### src/rtl/pipe_defs.sv
// Shared pipeline definitions for the hazard/stall logic.
// Register-hazard helper and mult/div latency defaults.
package pipe_defs;

  localparam logic [1:0] TUSE_NONE = 2'd3;
  localparam logic [4:0] REG_ZERO  = 5'd0;
  localparam int MULT_CYCLES_DEF   = 5;
  localparam int DIV_CYCLES_DEF    = 10;

  typedef enum logic {
    MD_IDLE,
    MD_BUSY
  } md_state_e;

  // One source register against one in-flight producer.
  function automatic logic reg_hit(
    input logic [4:0] src,
    input logic [1:0] tuse,
    input logic [4:0] wa,
    input logic [1:0] tnew
  );
    return (src != REG_ZERO) && (tuse != TUSE_NONE) &&
           (src == wa) && (tnew > tuse);
  endfunction

endpackage

### src/rtl/md_busy_cnt.sv
// Mult/div occupancy counter: loads the op latency on issue,
// then counts down to idle regardless of stalls or interrupts.
module md_busy_cnt
  import pipe_defs::*;
#(
  parameter int MULT_CYCLES = MULT_CYCLES_DEF,
  parameter int DIV_CYCLES  = DIV_CYCLES_DEF,
  parameter int CNT_W       = 4
) (
  input  logic clk,
  input  logic reset,
  input  logic start,
  input  logic is_div,
  input  logic int_req,
  output logic busy
);

  logic [CNT_W-1:0] cnt_q;
  logic [CNT_W-1:0] cnt_d;
  md_state_e        state;

  assign state = (cnt_q == '0) ? MD_IDLE : MD_BUSY;

  // A start seen while busy is ignored: no reload.
  always_comb begin
    cnt_d = cnt_q;
    unique case (state)
      MD_IDLE: begin
        if (start && !int_req)
          cnt_d = is_div ? CNT_W'(DIV_CYCLES)
                         : CNT_W'(MULT_CYCLES);
      end
      MD_BUSY: cnt_d = cnt_q - CNT_W'(1);
    endcase
  end

  always_ff @(posedge clk) begin
    if (reset) cnt_q <= '0;
    else       cnt_q <= cnt_d;
  end

  assign busy = (state == MD_BUSY);

endmodule

### src/rtl/hazard_stall_ctrl.sv
// Stall/flush sequencer for the 5-stage pipeline: Tuse/Tnew
// register hazards plus mult/div occupancy.
module hazard_stall_ctrl
  import pipe_defs::*;
#(
  parameter int MULT_CYCLES = MULT_CYCLES_DEF,
  parameter int DIV_CYCLES  = DIV_CYCLES_DEF,
  parameter int CNT_W       = 4
) (
  input  logic        clk,
  input  logic        reset,
  input  logic [4:0]  D_rs_addr,
  input  logic [4:0]  D_rt_addr,
  input  logic [1:0]  D_rs_tuse,
  input  logic [1:0]  D_rt_tuse,
  input  logic        D_is_md,
  input  logic [4:0]  E_wa,
  input  logic [1:0]  E_tnew,
  input  logic [4:0]  M_wa,
  input  logic [1:0]  M_tnew,
  input  logic        E_md_start,
  input  logic        E_md_is_div,
  input  logic        IntReq,
  output logic        pause,
  output logic        E_flush,
  output logic        md_busy,
  output logic [31:0] stall_cycles
);

  logic        stall_rs;
  logic        stall_rt;
  logic        stall_md;
  logic        stall;
  logic [31:0] stall_q;

  md_busy_cnt #(
    .MULT_CYCLES (MULT_CYCLES),
    .DIV_CYCLES  (DIV_CYCLES),
    .CNT_W       (CNT_W)
  ) u_md_busy_cnt (
    .clk     (clk),
    .reset   (reset),
    .start   (E_md_start),
    .is_div  (E_md_is_div),
    .int_req (IntReq),
    .busy    (md_busy)
  );

  assign stall_rs =
    reg_hit(D_rs_addr, D_rs_tuse, E_wa, E_tnew) |
    reg_hit(D_rs_addr, D_rs_tuse, M_wa, M_tnew);
  assign stall_rt =
    reg_hit(D_rt_addr, D_rt_tuse, E_wa, E_tnew) |
    reg_hit(D_rt_addr, D_rt_tuse, M_wa, M_tnew);
  assign stall_md = D_is_md && (E_md_start || md_busy);
  assign stall    = stall_rs | stall_rt | stall_md;

  // Interrupt entry always wins; the pipeline flushes itself.
  assign pause   = stall && !IntReq && !reset;
  assign E_flush = pause;

  always_ff @(posedge clk) begin
    if (reset)
      stall_q <= '0;
    else if (pause && (stall_q != '1))
      stall_q <= stall_q + 32'd1;
  end

  assign stall_cycles = stall_q;

endmodule

### config.mk
export PLATFORM = sky130hd
export DESIGN_NAME = hazard_stall_ctrl
export DESIGN_NICKNAME = d
export VERILOG_FILES = /design/src/rtl/pipe_defs.sv /design/src/rtl/md_busy_cnt.sv /design/src/rtl/hazard_stall_ctrl.sv
export SDC_FILE = /design/constraint.sdc
export NUM_CORES = 1
export LEC_CHECK = 0
export ABC_AREA = 1
export CORE_MARGIN = 5
export CORE_UTILIZATION = 53
export CTS_BUF_LIST = sky130_fd_sc_hd__clkbuf_8
export CTS_CLUSTER_SIZE = 10
export DETAILED_ROUTE_END_ITERATION = 10
export PLACE_DENSITY = 0.83
export REMOVE_ABC_BUFFERS = 1
export SYNTH_ARGS = -nofsm -noshare
export SYNTH_HDL_FRONTEND = slang
export SYNTH_SLANG_ARGS = --single-unit
### constraint.sdc
create_clock -name clk -period 2.45 [get_ports clk]
set_clock_uncertainty 0.05 [all_clocks]
set_input_delay 0.49 -clock clk [delete_from_list [all_inputs] [get_ports clk]]
set_output_delay 0.49 -clock clk [all_outputs]
set_load 0.02 [all_outputs]
== Word-level counts from Yosys, hierarchy flattened ==
Cells that the tools add are included.

* Bits in registers: 36
* Input bits: 34
* Output and inout port bits: 35

* Add/sub/neg operators: 2
* Order comparisons: 4
* Eq/ne operators: 8
* Muxes and demuxes: 4
* Bitwise operators: 4
* Reductions and logical operators: 21

{| class="wikitable"
|+ Operator list
! cell !! count
|-
| 32-bit by 1-bit adder with 32-bit output (second input constant) || 1
|-
| 32-bit inequality test (second input constant) || 1
|-
| 5-bit equality test || 4
|-
| 1-bit logical AND || 15
|-
| 5-bit nonzero test || 2
|-
| 2-bit greater-than comparator || 4
|-
| 4-bit two-way mux || 2
|-
| 4-bit one-hot mux with 2 select lines || 1
|-
| 2-bit inequality test (second input constant) || 3
|-
| 4-bit logical NOT || 1
|-
| 1-bit bitwise OR || 4
|-
| 4-bit by 1-bit subtractor with 4-bit output (second input constant) || 1
|-
| 1-bit logical NOT || 2
|-
| 1-bit logical OR || 1
|-
| 1-bit two-way mux || 1
|}

== Depth between registers and ports, before layout ==
* Depth in word-level cells: 10
* Gate-level depth with buffers: 16
* Mapped depth without buffers: 15

== Hierarchy ==
A second synthesis with hierarchy kept.

* Cells, all modules: 538
* Area, all modules: 3,096.7 um^2

{| class="wikitable"
|+ Modules (own cells, without submodules)
! module !! instances !! cells an instance !! area an instance (um^2)
|-
| hazard_stall_ctrl || 1 || 498 || 2,840.2
|-
| md_busy_cnt || 1 || 40 || 256.5
|}

== Least setup slack after synthesis ==
Ideal clock, no wire load.

* Path kind: input to output
* From: in D_rt_tuse[1]
* To: out pause
* Arrival: 1.961 ns
* Required time: 1.910 ns
* Path slack: -0.051 ns
* Stages: 15
* Buffers on the path: 2
* Cell sequence: inv_1 > ha_1 > nand2_1 > inv_1 > nor2_1 > nand2_1 > nor2_1 > nand2_1 > nand2_1 > nand2_1 > nand3_2 > buf_2 > nand2_1 > inv_1 > buf_4

* Longest elaborated chain between the ends: 9
* Elaborated cells on any way between the ends: 13
* Classes of those cells: order compare (2); eq/ne (1); bitwise (3); reduce/logical (7)

{| class="wikitable"
|+ RTL lines
! item !! RTL line !! text
|-
| start: declaration || hazard_stall_ctrl.sv:15 || <nowiki>input logic [1:0] D_rt_tuse,</nowiki>
|-
| 2-bit inequality test || pipe_defs.sv:22 || <nowiki>return (src != REG_ZERO) && (tuse != TUSE_NONE) &&</nowiki>
|-
| 1-bit logical AND (2 in a row) || pipe_defs.sv:22 ||
|-
| 1-bit logical AND || pipe_defs.sv:23 || <nowiki>(src == wa) && (tnew > tuse);</nowiki>
|-
| 1-bit bitwise OR (*) || hazard_stall_ctrl.sv:53 || <nowiki>reg_hit(D_rt_addr, D_rt_tuse, E_wa, E_tnew) |</nowiki>
|-
| 1-bit bitwise OR (*) (2 in a row) || hazard_stall_ctrl.sv:56 || <nowiki>assign stall = stall_rs | stall_rt | stall_md;</nowiki>
|-
| 1-bit logical AND (*) (2 in a row) || hazard_stall_ctrl.sv:59 || <nowiki>assign pause = stall && !IntReq && !reset;</nowiki>
|-
| end: declaration || hazard_stall_ctrl.sv:24 || <nowiki>output logic pause,</nowiki>
|}

Mark *: on every way between the ends. The rest lies on a longest branch, timed or not.

== Worst setup path in the final report ==
* From: in E_wa[1]
* To: out E_flush

* Longest elaborated chain between the ends: 8
* Elaborated cells on any way between the ends: 12
* Classes of those cells: eq/ne (2); bitwise (4); reduce/logical (6)

{| class="wikitable"
|+ RTL lines
! item !! RTL line !! text
|-
| start: declaration || hazard_stall_ctrl.sv:17 || <nowiki>input logic [4:0] E_wa,</nowiki>
|-
| 5-bit equality test || pipe_defs.sv:23 ||
|-
| 1-bit logical AND || pipe_defs.sv:22 ||
|-
| 1-bit logical AND || pipe_defs.sv:23 ||
|-
| 1-bit bitwise OR, on equally long branches || hazard_stall_ctrl.sv:50, hazard_stall_ctrl.sv:53 ||
|-
| 1-bit bitwise OR (*) (2 in a row) || hazard_stall_ctrl.sv:56 ||
|-
| 1-bit logical AND (*) (2 in a row) || hazard_stall_ctrl.sv:59 ||
|-
| end: declaration || hazard_stall_ctrl.sv:25 || <nowiki>output logic E_flush,</nowiki>
|}

Marks and branches as above.

==> impl_metrics.tcl <==
set metrics [dict create \
    crit_required_ns 1.91 \
    grt_pass1_wl_microns 13800 \
    synthAdderAreaFrac_pct 4.33 \
    ant_nets 0 \
    fin_crit_sh_pct 95.8 \
    yosysWarningCount 0 \
    grt_max_degree 63 \
    fin_setup_tns_ns 0 \
    wl_microns 8090 \
    wl_per_cell_microns 11.4 \
    synth_xor_area_share_pct 1.93 \
    netlist_instances 566 \
    p_sw_share_pct 35.3 \
    fill_cells 526 \
    critPathLaunchType "input pin" \
    via_per_inst 4.97 \
    nNetsFinal 680 \
    avgSynthCellArea_sq_um 5.61 \
    hold_viol 0 \
    vias 3532 \
    tightest_slew_ns 0.609 \
    crit_path_end "E_flush" \
    clkSinkCount 36 \
    stdcell_area_sq_um 4150 \
    reg2reg_depth 12 \
    clock_latency_ns 0.30 \
    cts_inserted_buffers 5 \
    pwr-share-seq_pct 35.6 \
    setup_violations 0 \
    pwr-share-clk_pct 30.3 \
    ys_types 31 \
    multiInputGateArea_sq_um 1920 \
    hold_path_class "reg -> reg" \
    synth_top_family_by_area "simple AND/OR/NAND/NOR gates" \
    grt_pass1_vias 3283 \
    io_buffers 68 \
    combPwrFrac_pct 34.1 \
    seqCellArea_sq_um 721 \
    die_h_microns 87.4 \
    cp.arrival_ns 1.81 \
    synth_area_sq_um 3180 \
    drt_first_pass_iters 7 \
    power.total_w 0.00183 \
    rows 28 \
    startpoint "E_wa[1]" \
    drv_cap 0 \
    timing.rr.start "stall_cycles[0]" \
    tritoncts "yes" \
    clk_pin_slew_ns 0.09 \
    dieArea_sq_um 7640 \
    cts_hold_buf 0 \
    intPower_w 0.00118 \
    ys_seq_area_share_pct 22.7 \
    htreeDepth 2 \
    crit_fanout 3 \
    track_usage_pct 21.8 \
    initial_core_util_pct 54.0 \
    antenna_found_initial 0 \
    cts_root_buffer "clkbuf_8" \
    pin_count 69 \
    area_delta_synth_final_pct 30.7 \
    first_iter_violations 151 \
    status "finished clean" \
    drive_above_1_share_pct 10.7 \
    grt_overflow 0 \
    max_slew_margin_pct 59.4 \
    cts.path.max_buffers 2 \
    dp_hpwl_microns 6160 \
    p_leak_nw 2.14 \
    synth.area.mux_share_pct 0 \
    yosys.area_share.simple_pct 47.6 \
    fmax_mhz 426 \
    p_switching_w 0.000646 \
    gp_congestion 0.891 \
    layout_commonest_cell "nand2_1" \
    diodes 0 \
    synth_seq_cells 36 \
    crit_type "in -> out" \
    drc_errors 0 \
    drv_slew 0 \
    synth_compound_area_share_pct 4.06 \
    powerDensity_nw_per_um2 441 \
    min_period_ns 2.35 \
    die_width_microns 87.4 \
    worstReg2RegEnd "stall_cycles[27]" \
    max-vdd-ir-drop_v 0.000623 \
    coreArea_sq_um 5890 \
    regToRegSetupSlack_ns 0.32 \
    dpl-instance-area_sq_um 3930 \
    final_cell_mix "nand2_1, inv_1, nor2_1, nand3_1, clkdlybuf4s50_1" \
    critPathCaptureType "output port" \
]
==> flip-flops by register name, summed over array words and instances, names as in the netlist <==
name,cells
u_md_busy_cnt.cnt_q,4
stall_cycles,32
==> synthesized netlist by cell type <==
library cell | number | area [sq um]
nand3_1 | 44 | 220
nor2_2 | 10 | 62.6
buf_4 | 6 | 45.0
a21boi_2 | 1 | 11.3
o21ai_1 | 1 | 5.00
nand4_1 | 34 | 213
nand2_1 | 165 | 619
nor3_4 | 1 | 16.3
o31ai_1 | 1 | 7.51
nand3b_1 | 1 | 7.51
inv_2 | 2 | 7.51
xnor2_1 | 1 | 8.76
nor3_2 | 1 | 10.0
buf_2 | 6 | 30.0
clkinv_1 | 1 | 3.75
nand2_2 | 1 | 6.26
xor2_1 | 6 | 52.6
o211ai_1 | 1 | 7.51
inv_1 | 132 | 495
clkbuf_1 | 3 | 11.3
dfxtp_1 | 36 | 721
nand3_2 | 3 | 30.0
buf_6 | 2 | 22.5
o21bai_1 | 1 | 7.51
o21ai_0 | 13 | 65.1
nand3_4 | 1 | 17.5
nor3_1 | 7 | 35.0
a21oi_1 | 5 | 25.0
nor2_4 | 2 | 22.5
ha_1 | 11 | 138
nor2_1 | 67 | 251
==> per-stage QoR <==
step | instances | utilization (%) | worst slack, ns | hold WS, ns
6_report | 711 | 70.5 | 0.102 | 0.471
5_1_grt | 711 | 70.5 | -0.00192 | 0.514
4_1_cts | 710 | 69.3 | 0.00829 | 0.469
3_5_place_dp | 702 | 66.8 | -0.798 | 0.455
3_3_place_gp | 702 | 66.8 | -0.764 | 0.447
2_1_floorplan | 549 | - | -0.326 | 0.424
==> per-layer routing <==
layer	vias up	track usage, %	part of all wire [%]
li1	1866	-	-
met1	1546	28.2	45
met2	105	37.3	47
met3	15	3.41	6.2
met4	0	6.14	1.4
met5	-	0	0
==> layout make-up <==
cell class,count,share of cell area (%)
Inverter,135,12.2
Multi-Input combinational cell,378,46.3
Clock inverter,3,1.12
Timing Repair Buffer,79,19.1
Clock buffer,5,1.66
Sequential cell,36,17.4
Tap cell,75,2.26
==> worst min path at each step <==
| stage | slack, ns | end | cells after the start | start |
|---|---|---|---|---|
| floorplan | 0.42 | u_md_busy_cnt.cnt_q[1] | 2 | u_md_busy_cnt.cnt_q[1] |
| global placement | 0.45 | u_md_busy_cnt.cnt_q[1] | 2 | u_md_busy_cnt.cnt_q[1] |
| detailed placement | 0.45 | u_md_busy_cnt.cnt_q[1] | 2 | u_md_busy_cnt.cnt_q[1] |
| CTS | 0.47 | u_md_busy_cnt.cnt_q[1] | 2 | u_md_busy_cnt.cnt_q[1] |
| global route | 0.51 | u_md_busy_cnt.cnt_q[1] | 2 | u_md_busy_cnt.cnt_q[1] |
| finish | 0.47 | u_md_busy_cnt.cnt_q[1] | 2 | u_md_busy_cnt.cnt_q[1] |
==> cell families after synthesis <==
group,Yosys count
buffers and inverters,152
adders and majority gates,11
xor gates and xnor gates,7
AOI/OAI and AO/OA,23
and+or+nand+nor,337
DFF,36
==> worst max-delay path, cell delays in order <==
cell and delay (ns):
clkdlybuf4s50_1 0.52, xor2_1 0.16, nor2_1 0.05, nand3_1 0.07, nand2_1 0.05, nand2_1 0.08, nand3_2 0.11, nand2_2 0.10
inv_2 0.05, buf_6 0.12
==> timing repair <==
| action | in CTS | in global routing |
|---|---|---|
| setup endpoints to repair | 34 | 34 |
| pin swaps | 19 | 18 |
| gates resized for setup | 30 | 44 |
| setup buffers | 0 | 1 |
==> power groups by stage <==
stage                     clock [W]  sequential [W]  combinational (W)
after global placement            0        0.000663           0.000583
after floorplan                   0        0.000665           0.000356
after detailed placement          0        0.000664           0.000602
after CTS                  0.000560        0.000651           0.000609
final                      0.000554        0.000652           0.000623
after global routing       0.000580        0.000656           0.000697
No activity file was read; power rests on OpenSTA's default activity.
